### src/rtl/ld_block_padding_pkg.sv
// Shared encodings for the load-side bottom-edge padding block.
// Covers the config FSM states and the slot order of the loop-iteration words.
package ld_block_padding_pkg;

  typedef enum logic [2:0] {
    S_IDLE  = 3'd0,
    S_W     = 3'd1,
    S_H     = 3'd2,
    S_C     = 3'd3,
    S_B     = 3'd4,
    S_CALC  = 3'd5,
    S_ARMED = 3'd6
  } cfg_state_t;

  localparam logic [1:0] WORD_W = 2'd0;
  localparam logic [1:0] WORD_H = 2'd1;
  localparam logic [1:0] WORD_C = 2'd2;
  localparam logic [1:0] WORD_B = 2'd3;

  function automatic logic [1:0] word_slot(input cfg_state_t s);
    case (s)
      S_W:     word_slot = WORD_W;
      S_H:     word_slot = WORD_H;
      S_C:     word_slot = WORD_C;
      default: word_slot = WORD_B;
    endcase
  endfunction

endpackage

### src/rtl/ld_block_padding_fifo.sv
// Read-data skid FIFO between the DDR read port and the padded output stream.
// FIFO_DEPTH must be a power of two; pointers carry one extra wrap bit.
module ld_pad_fifo #(
  parameter int DATA_WIDTH = 64,
  parameter int FIFO_DEPTH = 4
) (
  input  logic                  clk,
  input  logic                  reset,
  input  logic                  clr,
  input  logic                  push,
  input  logic [DATA_WIDTH-1:0] push_data,
  input  logic                  pop,
  output logic                  full,
  output logic                  empty,
  output logic [DATA_WIDTH-1:0] head
);
  localparam int AW = $clog2(FIFO_DEPTH);

  logic [AW:0]           r_wr;
  logic [AW:0]           r_rd;
  logic [DATA_WIDTH-1:0] r_mem [FIFO_DEPTH];

  always_ff @(posedge clk or posedge reset) begin
    if (reset) begin
      r_wr <= '0;
      r_rd <= '0;
    end else if (clr) begin
      r_wr <= '0;
      r_rd <= '0;
    end else begin
      if (push) r_wr <= r_wr + 1'b1;
      if (pop)  r_rd <= r_rd + 1'b1;
    end
  end

  always_ff @(posedge clk) begin
    if (push && !clr) r_mem[r_wr[AW-1:0]] <= push_data;
  end

  assign empty = (r_wr == r_rd);
  assign full  = (r_wr[AW] != r_rd[AW]) && (r_wr[AW-1:0] == r_rd[AW-1:0]);
  assign head  = r_mem[r_rd[AW-1:0]];

endmodule

### src/rtl/ld_block_padding.sv
// Inserts bottom-edge padding rows on the DDR load path: padded-row requests are
// swallowed on the address side and replaced by zero beats on the data side.
module ld_block_padding
  import ld_block_padding_pkg::*;
#(
  parameter int IMM_WIDTH   = 16,
  parameter int LOOP_ITER_W = 16,
  parameter int ADDR_W      = 32,
  parameter int DATA_WIDTH  = 64,
  parameter int FIFO_DEPTH  = 4
) (
  input  logic                   clk,
  input  logic                   reset,
  input  logic                   cfg_block_padding_v,
  input  logic [IMM_WIDTH-1:0]   diff_rows,
  input  logic                   cfg_loop_iter_ld_v,
  input  logic [LOOP_ITER_W-1:0] cfg_loop_iter_ld,
  input  logic                   ld_start,
  input  logic                   addr_in_v,
  input  logic [ADDR_W-1:0]      addr_in,
  output logic                   addr_in_ready,
  output logic                   ddr_req_v,
  output logic [ADDR_W-1:0]      ddr_req_addr,
  input  logic                   ddr_req_ready,
  input  logic                   ddr_rd_v,
  input  logic [DATA_WIDTH-1:0]  ddr_rd_data,
  output logic                   ddr_rd_ready,
  output logic                   out_v,
  output logic [DATA_WIDTH-1:0]  out_data,
  output logic                   pad_active,
  output logic                   all_done
);
  localparam int PW = 2 * LOOP_ITER_W;

  cfg_state_t             r_state;
  logic [IMM_WIDTH-1:0]   r_rows_diff;
  logic [LOOP_ITER_W-1:0] r_dim [4];
  logic [PW-1:0]          r_legal, r_full, r_planes;
  logic [PW-1:0]          r_a_pt, r_a_plane, r_d_pt, r_d_plane;
  logic                   r_out_v, r_pad, r_done;
  logic [DATA_WIDTH-1:0]  r_out_data;

  logic [PW-1:0]         w_w, w_h, w_rd, w_legal_calc;
  logic                  w_block, w_run, w_a_legal, w_d_legal;
  logic                  w_acc, w_pop, w_pad, w_beat, w_push;
  logic                  w_full, w_empty;
  logic [DATA_WIDTH-1:0] w_head;

  assign w_w  = PW'(r_dim[WORD_W]);
  assign w_h  = PW'(r_dim[WORD_H]);
  assign w_rd = PW'(r_rows_diff);
  // Rows to pad covering the whole plane (or more) leaves no legal points.
  assign w_legal_calc = (w_rd >= w_h) ? '0 : w_w * (w_h - w_rd);

  always_ff @(posedge clk or posedge reset) begin
    if (reset) begin
      r_state     <= S_IDLE;
      r_rows_diff <= '0;
      r_legal     <= '0;
      r_full      <= '0;
      r_planes    <= '0;
      for (int i = 0; i < 4; i++) r_dim[i] <= '0;
    end else if (cfg_block_padding_v) begin
      r_state     <= S_W;
      r_rows_diff <= diff_rows;
      r_legal     <= '0;
      r_full      <= '0;
      r_planes    <= '0;
      for (int i = 0; i < 4; i++) r_dim[i] <= '0;
    end else begin
      case (r_state)
        S_W, S_H, S_C, S_B: begin
          if (cfg_loop_iter_ld_v) begin
            r_dim[word_slot(r_state)] <= cfg_loop_iter_ld + 1'b1;
            r_state <= cfg_state_t'(r_state + 3'd1);
          end
        end
        S_CALC: begin
          r_legal  <= w_legal_calc;
          r_full   <= w_w * w_h;
          r_planes <= PW'(r_dim[WORD_C]) * PW'(r_dim[WORD_B]);
          r_state  <= S_ARMED;
        end
        default: ;
      endcase
    end
  end

  assign w_block   = (r_state == S_ARMED) && (r_rows_diff != '0);
  assign w_run     = w_block && !ld_start && !cfg_block_padding_v;
  assign w_a_legal = (r_a_pt < r_legal);
  assign w_d_legal = (r_d_pt < r_legal);
  assign w_acc     = w_run && addr_in_v && addr_in_ready;
  assign w_pop     = w_run && w_d_legal && !w_empty;
  assign w_pad     = w_run && !w_d_legal && (r_d_plane < r_planes);
  assign w_beat    = w_pop || w_pad;
  assign w_push    = w_run && ddr_rd_v && !w_full;

  always_ff @(posedge clk or posedge reset) begin
    if (reset) begin
      r_a_pt     <= '0;
      r_a_plane  <= '0;
      r_d_pt     <= '0;
      r_d_plane  <= '0;
      r_out_v    <= 1'b0;
      r_pad      <= 1'b0;
      r_out_data <= '0;
      r_done     <= 1'b0;
    end else if (cfg_block_padding_v || ld_start) begin
      r_a_pt     <= '0;
      r_a_plane  <= '0;
      r_d_pt     <= '0;
      r_d_plane  <= '0;
      r_out_v    <= 1'b0;
      r_pad      <= 1'b0;
      r_out_data <= '0;
      r_done     <= 1'b0;
    end else begin
      if (w_acc) begin
        if (r_a_pt == r_full - 1'b1) begin
          r_a_pt    <= '0;
          r_a_plane <= r_a_plane + 1'b1;
        end else begin
          r_a_pt <= r_a_pt + 1'b1;
        end
      end
      if (w_beat) begin
        if (r_d_pt == r_full - 1'b1) begin
          r_d_pt    <= '0;
          r_d_plane <= r_d_plane + 1'b1;
        end else begin
          r_d_pt <= r_d_pt + 1'b1;
        end
      end
      r_out_v    <= w_beat;
      r_pad      <= w_pad;
      r_out_data <= w_pop ? w_head : '0;
      if (w_block && (r_d_plane == r_planes) && w_empty) r_done <= 1'b1;
    end
  end

  // Outputs are forced quiet while reset is held, independent of the inputs.
  always_comb begin
    addr_in_ready = 1'b0;
    ddr_req_v     = 1'b0;
    ddr_req_addr  = '0;
    out_v         = 1'b0;
    out_data      = '0;
    pad_active    = 1'b0;
    if (!reset) begin
      ddr_req_addr = addr_in;
      if (!w_block) begin
        addr_in_ready = ddr_req_ready;
        ddr_req_v     = addr_in_v;
        out_v         = ddr_rd_v;
        out_data      = ddr_rd_data;
      end else begin
        out_v      = r_out_v;
        out_data   = r_out_data;
        pad_active = r_pad;
        if (ld_start || cfg_block_padding_v || !w_a_legal) begin
          addr_in_ready = 1'b1;
        end else begin
          addr_in_ready = ddr_req_ready;
          ddr_req_v     = addr_in_v;
        end
      end
    end
  end

  assign ddr_rd_ready = !w_full;
  assign all_done     = r_done;

  ld_pad_fifo #(
    .DATA_WIDTH(DATA_WIDTH),
    .FIFO_DEPTH(FIFO_DEPTH)
  ) u_fifo (
    .clk      (clk),
    .reset    (reset),
    .clr      (ld_start || cfg_block_padding_v),
    .push     (w_push),
    .push_data(ddr_rd_data),
    .pop      (w_pop),
    .full     (w_full),
    .empty    (w_empty),
    .head     (w_head)
  );

endmodule

### config.mk
export PLATFORM = sky130hd
export DESIGN_NAME = ld_block_padding
export DESIGN_NICKNAME = d
export VERILOG_FILES = /design/src/rtl/ld_block_padding_pkg.sv /design/src/rtl/ld_block_padding_fifo.sv /design/src/rtl/ld_block_padding.sv
export SDC_FILE = /design/constraint.sdc
export NUM_CORES = 2
export LEC_CHECK = 0
export CELL_PAD_IN_SITES_DETAIL_PLACEMENT = 2
export CELL_PAD_IN_SITES_GLOBAL_PLACEMENT = 2
export CORE_AREA = 2 2 373 375
export DETAILED_ROUTE_END_ITERATION = 12
export DIE_AREA = 0 0 375 377
export PLACE_DENSITY = 0.82
export SYNTH_ARGS = -nofsm -noshare
export SYNTH_HDL_FRONTEND = slang
export SYNTH_HIERARCHICAL = 1
export SYNTH_SLANG_ARGS = --single-unit
export TNS_END_PERCENT = 10
### constraint.sdc
create_clock -name clk -period 15.86 [get_ports clk]
set_input_delay 2.379 -clock clk [delete_from_list [all_inputs] [get_ports clk]]
set_output_delay 2.379 -clock clk [all_outputs]
set_load 0.01 [all_outputs]
==> impl_metrics.py <==
metrics = {
    "run_status": {
        "status": "finished, final reports clean",
    },
    "grt": {
        "grt_max_degree": 136,
        "grt.overflow.total": 0,
        "grt_usage": 0.2886,
        "grt_pass1_vias": 50670,
        "grt_first_pass_wirelength_mm": 313.5,
        "antenna_found_initial": 1,
    },
    "timing": {
        "fin_crit_sh": 0.6396,
        "setup_viol": 0,
        "rsz0062_at_grt": "no",
        "period_needed_ps": 10140,
        "tightest_slew_ps": 1353,
        "clock.fmax_mhz": 98.57,
        "hold_viol": 0,
        "finalClockSkew_ps": 62.26,
        "drv_slew": 0,
        "setup_tns_ps": 0,
        "fin_hold_ws_ps": 492.2,
        "relSlewSlack": 0.09511,
    },
    "finish": {
        "fillCellCount": 14330,
        "regArea_sq_mm": 0.01640,
        "layout.cells.non_filler": 7644,
        "utilization": 0.4581,
        "final_nets": 6971,
        "drive_gt1_frac": 0.05762,
        "syn_to_final_growth_pct": 12.29,
        "multi_input_area_sq_mm": 0.03517,
        "layout_common_cells": "inv_1, nand2_1, fa_1",
        "final_cell_area_sq_mm": 0.06276,
        "mostFrequentLayoutCell": "inv_1",
    },
    "clock_network": {
        "cts_inserted_buffers": 76,
        "cts_max_level": 3,
        "cts-root-buf": "clkbuf_16",
        "cts.sinks": 604,
        "post_cts_buffers": 0,
        "ctsResizeCount": 0,
        "clock_path_buffers": 3,
        "cts.clk_slew.worst_paths_ps": 60,
        "cts_tree": "built",
        "worstSkewPairLatency_ps": 710,
        "cts_hold_buf": 0,
    },
    "power_and_ir_drop": {
        "pwr_density_cell_mw_per_mm2": 228.2,
        "vdd_drop_max_v": 0.0008467,
        "p_leak_nw": 28.36,
    },
    "floorplanning": {
        "die_h_um": 377,
        "fp-row-count": 136,
        "core_sq_mm": 0.1370,
        "initial_core_util": 0.4080,
        "io_pins": 238,
        "fp.dieW_um": 375,
        "dieArea_sq_mm": 0.1414,
    },
    "detailed_routing": {
        "firstDrtPassIters": 7,
        "via_count": 43490,
        "drc": 0,
        "drtAntennaViolNets": 0,
        "routed_wl_mm": 202.5,
        "vias_per_cell": 5.689,
        "first_iter_violations": 2497,
        "post_drt_wl_per_cell_um": 26.49,
    },
    "hold_path": {
        "worstHoldPathType": "reg -> reg",
        "hold_start": "r_planes[14]$_DFFE_PP0P_",
        "hold_depth": 2,
    },
    "worst_setup_path": {
        "critPathLaunch": "r_dim[33]$_DFFE_PP0P_",
        "slowest_stage": "xor2_1",
        "rr_startpoint": "r_dim[33]$_DFFE_PP0P_",
        "crit_required_ps": 16440,
        "ff2ff_path_depth": 31,
        "worstPathMaxFanout": 19,
        "r2r_setup_slack_ps": 5720,
        "crit_type": "reg -> reg",
        "max_stage_delay_ps": 1040,
        "cp-start-kind": "register",
        "cp-end-kind": "register",
        "worst_ep_arrival_time_ps": 10730,
        "crit_top_cell": "fa_1",
    },
    "yosys": {
        "syn_area_per_cell_sq_um": 9.836,
        "synth_cells": 5682,
        "seq_area_frac_synth": 0.2934,
        "synth_edf_count": 256,
        "syn_nets": 6867,
        "async_flop_share": 0.5762,
        "ys_types": 86,
        "synthFlopType": "dfrtp_1",
        "syn_area_sq_mm": 0.05589,
        "ys_ff_latch": 604,
        "yosys_warnings": 6,
    },
    "run": {
        "maxCapViolations": 0,
    },
    "placement": {
        "place_inst": 7502,
        "dpl_cell_area_sq_mm": 0.06003,
        "dp_hpwl_mm": 145.8,
        "io_buffers": 237,
        "place.gp.congestion": 0.8913,
    },
}
## path summary, 6_finish.rpt
| kind | to |
|---|---|
| min in group asynchronous | r_d_pt[12]$_DFFE_PP0P_ |
| max in group asynchronous | r_d_plane[14]$_DFFE_PP0P_ |
| worst min register to register | r_planes[14]$_DFFE_PP0P_ |
| worst max-delay path | r_legal[31]$_DFFE_PP0P_ |
| worst min-delay path | r_planes[14]$_DFFE_PP0P_ |
| worst max register to register | r_legal[31]$_DFFE_PP0P_ |
## logic make-up after synthesis
logic type / synth area share
compound gates: 0.08875
xor+xnor: 0.03587
fa+ha+maj: 0.3152
buf+inv: 0.07825
flops: 0.2934
mux: 0.03029
simple gates: 0.1583
## worst max-delay path, delay by kind of cell, from the launching register on
family | cells | cell delay, ps
AO/OA/AOI/OAI | 15 | 3800
XOR/XNOR | 2 | 1120
adder cells (fa/ha/maj) | 8 | 3700
buffers and inverters | 3 | 140
flip-flops | 1 | 820
AND/OR/NAND/NOR | 3 | 440
## cell usage after synthesis, drive strengths merged, types with 33 or more instances
master	n	area [sq um]
clkbuf	260	975.9
a211oi	58	435.4
nand4	53	331.6
a21o	84	630.6
and3	38	237.7
nor2	171	641.9
xor2	88	770.7
a22o	48	420.4
nor3	44	231.5
inv	848	3183
nand3	86	430.4
xnor2	102	893.4
o21ai	208	1045
and2	339	2121
edfxtp	256	7687
nand2	833	3127
or3	34	212.7
fa	598	11970
o31ai	33	247.7
ha	451	5643
mux4	64	1441
a21oi	197	986.0
nor2b	92	575.6
buf	36	210.2
dfrtp	348	8708
## final cells by class
cell class | instances | area share
multi-input cells | 3933 | 0.5605
flip-flops and latches | 604 | 0.2614
inverters | 849 | 0.05090
repair buffers | 322 | 0.04809
well taps | 1794 | 0.03577
clock buffers | 99 | 0.03327
clock inverters | 42 | 0.01009
diodes | 1 | 0.00003987
## flip-flops by register name, indices dropped and copies added (netlist names)
name / cells
r_legal: 32
r_dim: 64
r_pad: 1
r_d_plane: 32
u_fifo/r_rd: 3
u_fifo/r_wr: 3
r_planes: 32
r_out_v: 1
r_full: 32
r_d_pt: 32
r_rows_diff: 16
u_fifo/r_mem: 256
all_done: 1
r_state: 3
r_out_data: 64
r_a_pt: 32
## routing by layer
| metal | part of all wire | vias up | wire (um) | track usage |
|---|---|---|---|---|
| met1 | 0.42 | 23200 | 85600 | 0.3649 |
| met3 | 0.043 | 351 | 8729 | 0.03423 |
| li1 | - | 18750 | - | - |
| met4 | 0.033 | 2 | 6646 | 0.09350 |
| met2 | 0.50 | 1190 | 101500 | 0.5128 |
| met5 | 0.000064 | - | 13 | 0 |
## power by group
part / switching (mW) / leakage [nW] / internal (mW) / total, mW
sequential: 0.146 / 7.10 / 1.68 / 1.83
clock: 0.800 / 1.28 / 1.09 / 1.89
combinational: 6.48 / 20.0 / 4.13 / 10.6
total: 7.42 / 28.4 / 6.90 / 14.3
## metrics by stage
stage                     setup slack (ps)  power, mW
after detailed placement              5843      12.42
after global placement                6556      11.64
after floorplan                       2912      9.104
after global routing                  5298      15.74
final                                 5715      14.32
after CTS                             5765      14.43
Power figures use the tool's default switching activity.
